===== src/rtl/param_serial_encoder.sv =====
// Parallel-to-serial encoder: accepts a WIDTH-bit word on valid/ready and shifts it out one bit per clock.
// Optional parity bit after the data bits when SERIAL_ENCODER_PARITY_EN is defined.
module param_serial_encoder #(
  parameter int WIDTH      = 8,
  parameter bit MSB_FIRST  = 1'b0,
  parameter bit IDLE_LEVEL = 1'b0,
  parameter bit ODD_PARITY = 1'b0
) (
  input  logic             clock,
  input  logic             reset,
  input  logic [WIDTH-1:0] parallelIn,
  input  logic             inValid,
  output logic             inReady,
  output logic             serialOut,
  output logic             frameStart,
  output logic             lastBit,
  output logic             busy
);

`ifdef SERIAL_ENCODER_PARITY_EN
  localparam int FRAME_LEN = WIDTH + 1;
`else
  localparam int FRAME_LEN = WIDTH;
`endif
  localparam int CNT_W = $clog2(FRAME_LEN + 1);

  typedef enum logic {
    S_IDLE  = 1'b0,
    S_SHIFT = 1'b1
  } state_t;

  state_t           r_state;
  state_t           w_state_nxt;
  logic [WIDTH-1:0] r_shift;
  logic [WIDTH-1:0] w_shift_nxt;
  logic [CNT_W-1:0] r_cnt;
  logic [CNT_W-1:0] w_cnt_nxt;
  logic [CNT_W-1:0] w_cnt_inc;
  logic             r_serial_out;
  logic             w_serial_nxt;
  logic             r_frame_start;
  logic             w_frame_start_nxt;
  logic             r_last_bit;
  logic             w_last_bit_nxt;
  logic             r_busy;
  logic             w_busy_nxt;
  logic             w_accept;
  logic             w_first_bit;
  logic             w_head_bit;
  logic [WIDTH-1:0] w_load_shift;
  logic [WIDTH-1:0] w_adv_shift;
`ifdef SERIAL_ENCODER_PARITY_EN
  logic             r_parity;
  logic             w_parity_nxt;
`endif

  // The shift register holds only the bits still to be sent, aligned so the
  // next one is always at the head end.
  assign w_first_bit  = MSB_FIRST ? parallelIn[WIDTH-1] : parallelIn[0];
  assign w_load_shift = MSB_FIRST ? {parallelIn[WIDTH-2:0], 1'b0}
                                  : {1'b0, parallelIn[WIDTH-1:1]};
  assign w_head_bit   = MSB_FIRST ? r_shift[WIDTH-1] : r_shift[0];
  assign w_adv_shift  = MSB_FIRST ? {r_shift[WIDTH-2:0], 1'b0}
                                  : {1'b0, r_shift[WIDTH-1:1]};
  assign w_cnt_inc    = r_cnt + 1'b1;

  // Ready during the final bit lets the next word follow without a gap.
  assign inReady  = ~reset & ((r_state == S_IDLE) | r_last_bit);
  assign w_accept = inValid & inReady;

  always_comb begin
    w_state_nxt       = r_state;
    w_shift_nxt       = r_shift;
    w_cnt_nxt         = '0;
    w_serial_nxt      = IDLE_LEVEL;
    w_frame_start_nxt = 1'b0;
    w_last_bit_nxt    = 1'b0;
    w_busy_nxt        = 1'b0;
`ifdef SERIAL_ENCODER_PARITY_EN
    w_parity_nxt      = r_parity;
`endif
    if (w_accept) begin
      w_state_nxt       = S_SHIFT;
      w_shift_nxt       = w_load_shift;
      w_cnt_nxt         = CNT_W'(1);
      w_serial_nxt      = w_first_bit;
      w_frame_start_nxt = 1'b1;
      w_busy_nxt        = 1'b1;
`ifdef SERIAL_ENCODER_PARITY_EN
      w_parity_nxt      = (^parallelIn) ^ ODD_PARITY;
`endif
    end else begin
      case (r_state)
        S_SHIFT: begin
          if (r_last_bit) begin
            w_state_nxt = S_IDLE;
          end else begin
            w_busy_nxt     = 1'b1;
            w_cnt_nxt      = w_cnt_inc;
            w_last_bit_nxt = (w_cnt_inc == CNT_W'(FRAME_LEN));
            w_serial_nxt   = w_head_bit;
            w_shift_nxt    = w_adv_shift;
`ifdef SERIAL_ENCODER_PARITY_EN
            if (r_cnt == CNT_W'(WIDTH)) begin
              w_serial_nxt = r_parity;
            end
`endif
          end
        end
        default: begin
          w_state_nxt = S_IDLE;
        end
      endcase
    end
  end

  always_ff @(posedge clock) begin
    if (reset) begin
      r_state       <= S_IDLE;
      r_shift       <= '0;
      r_cnt         <= '0;
      r_serial_out  <= IDLE_LEVEL;
      r_frame_start <= 1'b0;
      r_last_bit    <= 1'b0;
      r_busy        <= 1'b0;
`ifdef SERIAL_ENCODER_PARITY_EN
      r_parity      <= 1'b0;
`endif
    end else begin
      r_state       <= w_state_nxt;
      r_shift       <= w_shift_nxt;
      r_cnt         <= w_cnt_nxt;
      r_serial_out  <= w_serial_nxt;
      r_frame_start <= w_frame_start_nxt;
      r_last_bit    <= w_last_bit_nxt;
      r_busy        <= w_busy_nxt;
`ifdef SERIAL_ENCODER_PARITY_EN
      r_parity      <= w_parity_nxt;
`endif
    end
  end

  assign serialOut  = r_serial_out;
  assign frameStart = r_frame_start;
  assign lastBit    = r_last_bit;
  assign busy       = r_busy;

endmodule


===== config.mk =====
export PLATFORM = sky130hd
export DESIGN_NAME = param_serial_encoder
export DESIGN_NICKNAME = d
export VERILOG_FILES = /design/src/rtl/param_serial_encoder.sv
export SDC_FILE = /design/constraint.sdc
export NUM_CORES = 1
export LEC_CHECK = 0
export BUFFER_PORTS_ARGS = -buffer_cell sky130_fd_sc_hd__buf_2
export CELL_PAD_IN_SITES_DETAIL_PLACEMENT = 1
export CELL_PAD_IN_SITES_GLOBAL_PLACEMENT = 2
export CORE_UTILIZATION = 30
export CTS_CLUSTER_DIAMETER = 80
export CTS_CLUSTER_SIZE = 14
export DETAILED_ROUTE_END_ITERATION = 12
export GPL_TIMING_DRIVEN = 0
export PLACE_DENSITY_LB_ADDON = 0.1
export SYNTH_ARGS = -nofsm -noshare
export SYNTH_HDL_FRONTEND = slang
export SYNTH_SLANG_ARGS = --single-unit

===== constraint.sdc =====
create_clock -name clock -period 1.2 [get_ports clock]
set_clock_uncertainty 0.1 [all_clocks]
set_input_delay 0.06 -clock clock [delete_from_list [all_inputs] [get_ports clock]]
set_output_delay 0.06 -clock clock [all_outputs]
set_load 0.05 [all_outputs]

==> flow_summary_export.csv, run 1 <==
group,metric,value,unit
outcome,status,"finished with violations",
outcome,failed_checks,"negative setup slack",
sta,maxSlewHeadroom,0.842,
sta,fin_crit,1270,ps
yosys,synth_cells,60,
yosys,synth_top_area_frac,0.475,
grt,grt_usage,0.143,
floorplan,dieArea,2290,um^2
floorplan,rows,16,
yosys,yosysSeqAreaShare,0.475,
layout,area_growth,29.9,%
floorplan,coreArea,1960,um^2
yosys,synth_fp_nets,72,
clock_network,clkTransAtPathRegs,100,ps
sta,finalSetupViolCount,1,
critical_path,required,1040,ps
detailed_routing,vias,491,
power_and_ir_drop,power.total,0.998,mW
grt,first_global_vias,475,
sta,whs,16.5,ps
power_and_ir_drop,pwr_density_cell,1220,nW/um^2
yosys,yosys_warnings,0,
yosys,ys_ff_latch,15,
placed_design,placed_area,751,um^2
yosys,synth_top_cell_by_area,"dfxtp_1",
sta,setup_ws,-67.9,ps
critical_path,endpoint_kind,"primary output",
critical_path,worstPathArrival,1110,ps
critical_path,worstSetupPathType,"reg2out",
sta,slew_violations,0,
grt,gr-total-overflow,0,
layout,design_area,821,um^2
layout,final_common_cell,"buf_2",
clock_network,root_buffer,"clkbuf_4",
grt,grt_pass1_wl,2130,um
sta,period_share,1.06,
yosys,synthTopCellsByArea,"dfxtp_1 (48%), mux2i_1 (11%), a211oi_1 (8.3%)",
grt,antenna_found_initial,0,
yosys,synth_cell_type_count,20,
clock_network,cts.sink_count,15,
worst_hold_path,hold_class,"in2reg",
sta,hold_violations,0,
detailed_routing,via_per_inst,4.55,
clock_network,cts_tree,"built",
sta,worst_pin_slew,237,ps
clock_network,htreeDepth,1,
placed_design,finalWeightedCongestion,0.630,
layout,mostFrequentLayoutCells,"buf_2 (14), dfxtp_1 (12), mux2i_1 (7), nor2_1 (7), a211oi_1 (6)",
floorplan,fp.dieW,47.9,um
clock_network,clock_path_buffers,2,
detailed_routing,routedWlPerCell,11.7,um
layout,fin_nets,94,
power_and_ir_drop,ir_worst_vdd,0.000785,V
detailed_routing,drtIter0Drc,3,
run,maxCapViolCount,0,
power_and_ir_drop,power.leakage,0.351,nW
critical_path,startpoint_type,"flop",
floorplan,top_level_ports,16,
layout,final_core_util,0.418,
critical_path,critPathMaxFanout,3,
detailed_routing,post-route-drc-count,0,
clock_network,clk_latency,280,ps
layout,antenna_cells,0,
yosys,avgSynthCellArea,10.5,um^2
placed_design,detailedPlace.worstSlack,-5.08,ps
sta,rsz0062_at_grt,"yes",
clock_network,cts_buffers,3,
yosys,synth_area,632,um^2
detailed_routing,final_antenna_net_count,0,
sta,fmax,789,MHz
grt,grt_max_degree,11,
floorplan,start_util,0.322,
detailed_routing,first_pass_iters,2,
placed_design,place_hpwl,920,um
floorplan,die_h,47.9,um
layout,drive_gt1_frac,0.383,
placed_design,port_buffers,14,
detailed_routing,routed_wl,1270,um
[routing by layer]
layer / global-route usage / wire length [um] / vias to the layer above
li1: - / - / 251
met4: 0.0500 / 12 / 0
met3: 0.0679 / 50 / 2
met1: 0.186 / 632 / 227
met5: 0 / 0 / -
met2: 0.205 / 571 / 11
[logic make-up (layout without fill, tap and decap cells)]
family | after synthesis | count (layout) | share of synthesized area
flops | 15 | 15 | 0.475
compound gates | 8 | 8 | 0.0911
fa+ha+maj | 1 | 1 | 0.0198
mux | 7 | 7 | 0.111
simple gates | 22 | 22 | 0.200
buf+inv | 4 | 25 | 0.0614
xor+xnor | 3 | 3 | 0.0416
[registers in the layout, indices dropped and copies added, names as in the netlist]
name        count
lastBit         1
r_shift         7
busy            1
serialOut       1
frameStart      1
r_cnt           4
[layout make-up]
type                    count  area [um^2]
clock buffers               3         22.5
multi-input cells          41          309
repair buffers             18          114
clock inverters             1         5.00
fillers                   248         1140
well taps                  27         33.8
flip-flops and latches     15          309
plain buffers               3         27.5
[report_power, final]
part | total [mW] | switching, mW | leakage (nW) | internal [mW]
Combinational | 0.171 | 0.0967 | 0.208 | 0.0740
Clock | 0.286 | 0.163 | 0.0177 | 0.124
Sequential | 0.541 | 0.0169 | 0.125 | 0.524
Total | 0.998 | 0.276 | 0.351 | 0.722
[worst paths after layout]
| check | start | to | slack [ps] | cells after the start |
|---|---|---|---|---|
| worst max register to register | lastBit$_SDFF_PP0_ | r_cnt[0]$_SDFF_PP0_ | 40 | 4 |
| worst min register to register | r_shift[0]$_SDFFE_PP0P_ | serialOut$_SDFF_PP0_ | 370 | 2 |
| worst max-delay path | lastBit$_SDFF_PP0_ | inReady | -70 | 3 |
| worst min-delay path | parallelIn[4] | r_shift[3]$_SDFFE_PP0P_ | 20 | 3 |
[Yosys cell counts, drive strengths merged]
| cell | count |
|---|---|
| xnor2 | 1 |
| ha | 1 |
| nor3 | 3 |
| mux2i | 7 |
| and2 | 1 |
| a21oi | 1 |
| nor2 | 9 |
| buf | 4 |
| dfxtp | 15 |
| nor4 | 1 |
| a211oi | 7 |
| nand2b | 1 |
| nand2 | 3 |
| nand3 | 2 |
| and2b | 1 |
| nor3b | 1 |
| xor2 | 2 |
[critical path, stage by stage (launching register included)]
cell and delay (ps):
dfxtp_4 350, and2b_2 230, nor2_4 90, buf_6 160
[repair_timing]
item | 4_1_cts | 5_1_grt
setup buffers | 1 | 0
hold buffers | 3 | 0
gates resized for setup | 4 | 3
endpoints found under the hold margin | 5 | 0
pin swaps | 1 | 1
endpoints found under the setup margin | 2 | 6
gates cloned | 0 | 0
[metrics by stage]
| stage | TNS (ps) | cells |
|---|---|---|
| 6_report | -67.9 | 108 |
| 5_1_grt | -133 | 108 |
| 4_1_cts | -88.0 | 109 |
| 3_5_place_dp | -5.08 | 101 |
| 3_3_place_gp | 0 | 101 |
| 2_1_floorplan | -114 | 60 |
Power figures use the tool's default switching activity.
==> run 2: changes to the inputs <==
--- a/config.mk
+++ b/config.mk
@@ -8,7 +8,7 @@
 export BUFFER_PORTS_ARGS = -buffer_cell sky130_fd_sc_hd__buf_2
 export CELL_PAD_IN_SITES_DETAIL_PLACEMENT = 1
 export CELL_PAD_IN_SITES_GLOBAL_PLACEMENT = 2
-export CORE_UTILIZATION = 30
+export CORE_UTILIZATION = 25
 export CTS_CLUSTER_DIAMETER = 80
 export CTS_CLUSTER_SIZE = 14
 export DETAILED_ROUTE_END_ITERATION = 12
==> run 2 against run 1 <==
Net effect: the run still ends with negative setup slack left; final area fell by 0.30%; die area is 19% higher; sequential cell count did not move; critical path type unchanged.
==> flow_summary_export.csv, run 2 (synthesis gave the netlist of run 1 again) <==
group,metric,value,unit
outcome,status,"finished with violations",
outcome,failed_checks,"negative setup slack",
clock_network,cts_buffers,3,
layout,area_growth,29.5,%
grt,gr-usage-met3,0.0261,
layout,drive_gt1_frac,0.383,
clock_network,root_buffer,"clkbuf_4",
floorplan,start_util,0.275,
clock_network,htreeDepth,1,
critical_path,r2r-end,"busy$_SDFF_PP0_",
floorplan,top_level_ports,16,
critical_path,crit_start,"lastBit$_SDFF_PP0_",
grt,grt_max_degree,11,
clock_network,clk_latency,290,ps
grt,first_global_vias,499,
power_and_ir_drop,ir_worst_vdd,0.000599,V
critical_path,r2r-start,"lastBit$_SDFF_PP0_",
clock_network,cts.sink_count,15,
power_and_ir_drop,power.leakage,0.350,nW
layout,antenna_cells,0,
placed_design,dp.cells,102,
critical_path,worstPathArrival,1110,ps
critical_path,crit_family,"flip-flops",
grt,gr-total-overflow,0,
detailed_routing,first_pass_iters,2,
sta,whs,2.70,ps
detailed_routing,vias,486,
critical_path,crit_cells,3,
sta,maxSlewHeadroom,0.839,
layout,stdcell_count,109,
layout,top_register,"r_shift",
grt,grt_busiest_layer,"met2",
critical_path,worst-r2r-setup-slack,70,ps
critical_path,slowest_stage,"dfxtp_4",
critical_path,endpoint,"inReady",
detailed_routing,post-route-drc-count,0,
sta,period_share,1.06,
critical_path,required,1040,ps
sta,rsz0062_at_grt,"yes",
sta,setup_ws,-74.4,ps
worst_hold_path,hold_class,"in2reg",
floorplan,fp.dieW,52.3,um
sta,worst_pin_slew,241,ps
floorplan,die_h,52.3,um
placed_design,place_hpwl,944,um
clock_network,cts_tree,"built",
grt,antenna_found_initial,0,
critical_path,crit_chain,"and2b_2 > nor2_4 > buf_6",
critical_path,max_stage_delay,350,ps
grt,grt_usage,0.120,
sta,fin_crit,1270,ps
clock_network,clkTransAtPathRegs,100,ps
sta,fmax,785,MHz
critical_path,startpoint_type,"flop",
detailed_routing,via_per_inst,4.46,
critical_path,worstSetupPathType,"reg2out",
grt,grt.met2_usage,0.182,
power_and_ir_drop,pwr_density_cell,1230,nW/um^2
sta,hold_violations,0,
sta,finalSetupTns,-74.4,ps
critical_path,critPathBufInv,1,
layout,mostFrequentLayoutCells,"buf_2 (14), dfxtp_1 (12), mux2i_1 (7), nor2_1 (7), a211oi_1 (6)",
placed_design,detailedPlace.worstSlack,24.5,ps
detailed_routing,routedWlPerCell,11.9,um
grt,grt_pass1_wl,2290,um
critical_path,worst_r2r_path_depth,4,
detailed_routing,final_antenna_net_count,0,
clock_network,clock_path_buffers,2,
detailed_routing,drtIter0Drc,2,
run,maxCapViolCount,0,
layout,reg_top3,"r_shift x7, r_cnt x4",
detailed_routing,routed_wl,1300,um
critical_path,critPathMaxFanout,3,
critical_path,endpoint_kind,"primary output",
placed_design,port_buffers,14,
floorplan,dieArea,2730,um^2
layout,largest_register_ffs,7,
layout,final_common_cell,"buf_2",
grt,globalRouteMet1Util,0.151,
sta,slew_violations,0,
layout,fin_nets,94,
placed_design,finalWeightedCongestion,0.651,
floorplan,coreArea,2300,um^2
sta,finalSetupViolCount,1,
floorplan,rows,17,
-- run 2: cell counts in the layout (fill, tap and decap cells not counted) --
Identical to the previous run, type by type.
-- run 2: metal layers --
metal | wire, um | share of wire
met4 | 16 | 0.012
met5 | 0 | 0
met1 | 686 | 0.53
met3 | 64 | 0.049
met2 | 531 | 0.41
-- run 2: stage by stage --
| step | utilization | power [mW] | area [um^2] |
|---|---|---|---|
| after global placement | 0.327 | 0.713 | 752 |
| after floorplan | - | 0.665 | 647 |
| after detailed placement | 0.327 | 0.714 | 752 |
| after CTS | 0.359 | 1.03 | 825 |
| final | 0.356 | 1.01 | 818 |
| after global routing | 0.356 | 1.06 | 818 |
-- run 2: timing repair --
item / 4_1_cts / 5_1_grt
setup buffers: 1 / 0
resized for setup: 3 / 3
pin swaps: 1 / 2
hold buffers: 3 / 0
hold endpoints to repair: 5 / 0
setup endpoints to repair: 1 / 3
-- run 2: final cells by class --
type | count | area, um^2
fill | 270 | 1480
sequential | 15 | 309
multi-input combinational | 41 | 309
timing repair buffer | 18 | 114
tap | 28 | 35.0
buffer | 3 | 23.8
clock buffer | 3 | 22.5
clock inverter | 1 | 5.00
-- run 2: worst min-delay path by stage --
| stage | endpoint | from | slack, ps | depth (start not counted) |
|---|---|---|---|---|
| 2_1_floorplan | lastBit$_SDFF_PP0_ | reset | 20 | 1 |
| 3_3_place_gp | serialOut$_SDFF_PP0_ | parallelIn[0] | 240 | 3 |
| 3_5_place_dp | serialOut$_SDFF_PP0_ | parallelIn[0] | 260 | 3 |
| 4_1_cts | r_shift[5]$_SDFFE_PP0P_ | parallelIn[6] | 1 | 3 |
| 5_1_grt | r_shift[1]$_SDFFE_PP0P_ | parallelIn[2] | 10 | 3 |
| 6_report | r_shift[5]$_SDFFE_PP0P_ | parallelIn[6] | 3 | 3 |
-- run 2: worst min-delay path, delay by kind of cell --
family	cells	cell delay, ps
buffers and inverters	1	100
multiplexers	1	120
AO/OA/AOI/OAI	1	80
-- run 2: where the power goes --
group / internal, mW / total (mW) / switching (mW)
registers: 0.525 / 0.542 / 0.0171
clock network: 0.124 / 0.296 / 0.172
logic: 0.0722 / 0.168 / 0.0955
